**config.mk**
```make
export PLATFORM = sky130hd
export DESIGN_NAME = decode_exec_skid
export DESIGN_NICKNAME = d
export VERILOG_FILES = /design/src/rtl/decode_exec_skid.sv
export SDC_FILE = /design/constraint.sdc
export NUM_CORES = 1
export LEC_CHECK = 0
export ABC_AREA = 0
export BUFFER_PORTS_ARGS = -buffer_cell sky130_fd_sc_hd__buf_2
export CAP_MARGIN = 5
export CORE_MARGIN = 8
export CORE_UTILIZATION = 45
export CTS_CLUSTER_DIAMETER = 100
export DETAILED_ROUTE_END_ITERATION = 6
export GPL_ROUTABILITY_DRIVEN = 1
export PLACE_DENSITY = 0.68
export SLEW_MARGIN = 20
export SYNTH_ARGS = -nofsm -noshare
export SYNTH_HDL_FRONTEND = slang
export SYNTH_SLANG_ARGS = --single-unit
```
**constraint.sdc**
```tcl
create_clock -name clk -period 2.4 [get_ports clk]
set_clock_uncertainty 0.2 [all_clocks]
set_input_delay 0 -clock clk [delete_from_list [all_inputs] [get_ports clk]]
set_output_delay 0 -clock clk [all_outputs]
set_load 0.05 [all_outputs]
```
**src/rtl/decode_exec_skid.sv**
```systemverilog
// Decode->Execute pipeline register with a two-entry skid buffer and flush.
// Optional DECODE_EXEC_STATS_EN adds stall/bubble/flush counters.
module decode_exec_skid #(
  parameter int unsigned CTRL_W = 16,
  parameter int unsigned REG_AW = 5
) (
  input  logic              clk,
  input  logic              rst,
  input  logic              flush,
  input  logic              in_valid,
  output logic              in_ready,
  input  logic [31:0]       in_pc,
  input  logic [31:0]       in_imm,
  input  logic [31:0]       in_opa,
  input  logic [31:0]       in_opb,
  input  logic [REG_AW-1:0] in_rd,
  input  logic [CTRL_W-1:0] in_ctrl,
  output logic              out_valid,
  input  logic              out_ready,
  output logic [31:0]       out_pc,
  output logic [31:0]       out_imm,
  output logic [31:0]       out_opa,
  output logic [31:0]       out_opb,
  output logic [REG_AW-1:0] out_rd,
  output logic [CTRL_W-1:0] out_ctrl
`ifdef DECODE_EXEC_STATS_EN
  ,
  output logic [31:0]       stall_cnt,
  output logic [31:0]       bubble_cnt,
  output logic [15:0]       flush_cnt
`endif
);

  localparam int unsigned PayloadW = 128 + REG_AW + CTRL_W;

  typedef enum logic [1:0] {StEmpty, StOne, StFull} state_e;

  state_e              state_q, state_d;
  logic [PayloadW-1:0] m_q, m_d, s_q, s_d;
  logic [PayloadW-1:0] in_payload;
  logic                acc, pop;

  assign in_payload = {in_pc, in_imm, in_opa, in_opb, in_rd, in_ctrl};
  assign {out_pc, out_imm, out_opa, out_opb, out_rd, out_ctrl} = m_q;

  // Ready depends only on registered state, never on out_ready.
  assign in_ready  = (state_q != StFull);
  assign out_valid = (state_q != StEmpty);
  assign acc       = in_valid & in_ready;
  assign pop       = out_valid & out_ready;

  always_comb begin
    state_d = state_q;
    m_d     = m_q;
    s_d     = s_q;
    if (flush) begin
      state_d = StEmpty;
    end else begin
      unique case (state_q)
        StEmpty: begin
          if (acc) begin
            m_d     = in_payload;
            state_d = StOne;
          end
        end
        StOne: begin
          if (acc && pop) begin
            m_d = in_payload;
          end else if (acc) begin
            s_d     = in_payload;
            state_d = StFull;
          end else if (pop) begin
            state_d = StEmpty;
          end
        end
        StFull: begin
          if (pop) begin
            m_d     = s_q;
            state_d = StOne;
          end
        end
        default: state_d = StEmpty;
      endcase
    end
  end

  always_ff @(posedge clk) begin
    if (rst) begin
      state_q <= StEmpty;
      m_q     <= '0;
      s_q     <= '0;
    end else begin
      state_q <= state_d;
      m_q     <= m_d;
      s_q     <= s_d;
    end
  end

`ifdef DECODE_EXEC_STATS_EN
  logic [31:0] stall_q, bubble_q;
  logic [15:0] flush_q;
  logic        flush_drops;

  // A popped head in ONE is consumed, not discarded; FULL always loses S.
  assign flush_drops = flush & (acc | (state_q == StFull) | ((state_q == StOne) & ~out_ready));

  always_ff @(posedge clk) begin
    if (rst) begin
      stall_q  <= '0;
      bubble_q <= '0;
      flush_q  <= '0;
    end else begin
      if (in_valid && !in_ready) stall_q <= stall_q + 32'd1;
      if (!out_valid && out_ready) bubble_q <= bubble_q + 32'd1;
      if (flush_drops) flush_q <= flush_q + 16'd1;
    end
  end

  assign stall_cnt  = stall_q;
  assign bubble_cnt = bubble_q;
  assign flush_cnt  = flush_q;
`endif

endmodule
```
==> impl_metrics.ini <==
[run_status]
status = finished, final reports clean

[yosys]
synth.distinct_cells = 26
synth_adder_area_share = 0
synth_top_cell_area_share = 0.446
async_flop_share = 0
synth_xor_area_frac = 0
yosys.area_share.simple = 0.158
yosys_warnings = 0
synth_area_leaders = dfxtp_1 45%, mux2i_1 11%, nand2_1 8.4%
synth_edf_count = 0
netlist_instances = 1524
syn_area_per_cell_um2 = 8.83
ys_seq_area_frac = 0.446
ys.flop_type = dfxtp_1
synth_mux_area_frac = 0.111
synth_common_cells = 300 x dfxtp_1, 300 x nand2_1, 150 x a21oi_1, 149 x mux2i_1, 149 x nor2b_1
synth_top_family_by_area = compound AO/OA/AOI/OAI gates
synth_compound_gate_area_share = 0.224
synth_fp_nets = 1678
synth-seq-cells = 300
synth_top_cell_by_area = dfxtp_1
syn_area_um2 = 13500

[routing]
wirelength_um = 40500
avgViaCountPerCell = 5.39
final_antenna_net_count = 0
vias = 12900
drc = 0
first_iter_violations = 963
avgRoutedWirePerCell_um = 16.9
drtPass1Iterations = 6

[timing]
slew_viol_final = 0
holdWs_ps = 98.9
min_period_over_period = 0.954
worstMarginPinSlew_ps = 811
min_period_ps = 2290
setup_ws_ps = 111
finalSetupTns_ps = 0
rsz0062_at_grt = no
finalHoldViolCount = 0
maxSlewHeadroom = 0.460
finalSetupViolCount = 0
max_freq_mhz = 437

[setup_path]
worst-path-buf-inv = 3
start_kind = flop
worstPathArrival_ps = 2530
required_ps = 2640
worstPathCellList = nand2b_1 > nor3_4 > buf_4 > buf_6 > nand2_1 > a21oi_1 > dlygate4sd3_1
crit_slowest_cell = dlygate4sd3_1
reg2reg_depth = 7
critPathTopFamily = buffers and inverters
worstSetupEndpointType = flop
reg2reg_to = s_q[107]$_SDFFE_PP0P_
timing.rr.start = state_q[1]$_SDFFE_PP0P_
crit_cells = 7
timing.critical_path.from = state_q[1]$_SDFFE_PP0P_
crit_type = reg2reg
critPathMaxFanout = 22
regToRegSetupSlack_ps = 110
cpPeakStageDelay_ps = 560
endpoint = s_q[107]$_SDFFE_PP0P_

[grt]
grt_start_max_net_pins = 169
first_global_vias = 12900
grt_usage = 0.213
antenna_found_initial = 4
grt_pass1_wl_um = 64700
overflow = 0

[die]
die_h_um = 189
std_cell_rows = 63
ios = 305
core_area_um2 = 29600
dieArea_um2 = 35700
die_x_um = 189
initial_utilization = 0.455

[place]
dp_hpwl_um = 23100
port_buffers = 304
dp_worst_setup_slack_ps = 424
dp_cells = 2084
gp_congestion = 0.765

[clocking]
cts.path.max_buffers = 3
clk_pin_slew_worst_paths_ps = 60
cts_max_level = 2
cts-buffers-inserted = 34
cts_root_buffer = clkbuf_16
cts_tree = done
clock-sinks = 300
clk_latency_ps = 510

[cells_and_area]
nNetsFinal = 2135
layout.cells.non_filler = 2398
drive_gt1_frac = 0.211
syn_to_final_growth_pct = 39.2

[power_and_ir_drop]
peakVddDrop_mv = 0.516
power_leakage_nw = 8.36
powerDensity_nw_per_um2 = 639
power_mw = 12.0

[min_path]
worstHoldStart = in_imm[7]
hp-class = in2reg

[job]
cap_violations = 0
-- layout by cell type (no fill, tap or decap), drive strengths merged --
master / netlist / layout
buf: 69 / 339
clkinvlp: 0 / 1
nor2b: 150 / 150
clkinv: 0 / 5
nand2b: 3 / 3
o22a: 1 / 1
o21a: 1 / 1
a21oi: 151 / 151
o41ai: 149 / 149
dfxtp: 300 / 300
diode: 0 / 6
and3b: 1 / 1
o21ai: 149 / 149
nand2: 300 / 300
mux2i: 149 / 149
bufinv: 0 / 1
or3: 1 / 1
inv: 0 / 1
nor3: 2 / 2
clkbuf: 96 / 51
a2111oi: 1 / 1
or2: 1 / 1
dlygate4sd3: 0 / 245
-- report_power, final --
group          internal (mW)  switching (mW)
Clock                   3.03            2.02
Combinational          0.614            1.11
Sequential              5.13          0.0768
Total                   8.78            3.20
-- layer usage --
layer,global-route usage,part of all wire
met1,0.255,0.42
met2,0.361,0.48
met3,0.0506,0.065
met4,0.0866,0.034
met5,0,0
-- through the flow --
stage	utilization	area (µm²)
floorplan	-	13500
global placement	0.511	15100
detailed placement	0.511	15100
CTS	0.631	18600
global route	0.634	18700
finish	0.634	18700
-- cells by family (layout without fill, tap and decap cells) --
kind of cell    count (synthesis)  after routing
compound gates                452            452
buf+inv                       165            643
mux                           149            149
simple gates                  458            458
flops                         300            300
other cells                     0              6
-- cell type report --
class | count | area [µm²]
fill | 2401 | 10800
multi-input combinational | 1059 | 6650
sequential | 300 | 6010
timing repair buffer | 586 | 4500
clock buffer | 49 | 1010
tap | 390 | 488
clock inverter | 8 | 71.3
antenna | 6 | 15.0
-- state kept, by name (all words and copies together) (netlist names) --
register / cells
m_q: 149
state_q: 2
s_q: 149
-- worst min path at each step --
stage,to,slack (ps),cells after the start
2_1_floorplan,state_q[1]$_SDFFE_PP0P_,-110,1
3_3_place_gp,state_q[1]$_SDFFE_PP0P_,40,2
3_5_place_dp,state_q[1]$_SDFFE_PP0P_,50,2
4_1_cts,s_q[113]$_SDFFE_PP0P_,70,6
5_1_grt,s_q[66]$_SDFFE_PP0P_,90,4
6_report,s_q[92]$_SDFFE_PP0P_,100,4
-- what timing repair did --
| item | in CTS | in global routing |
|---|---|---|
| setup buffers | 0 | 3 |
| hold endpoints to repair | 300 | 0 |
| gates resized for setup | 0 | 4 |
| hold buffers | 245 | 0 |
| setup endpoints to repair | 0 | 31 |
-- worst reg2reg max path, delay by kind of cell, from the launching register on --
kind            cells  cell delay (ps)
flops               1              360
buf+inv             3             1000
compound gates      1              130
simple gates        3              550
Power figures use the tool's default switching activity.
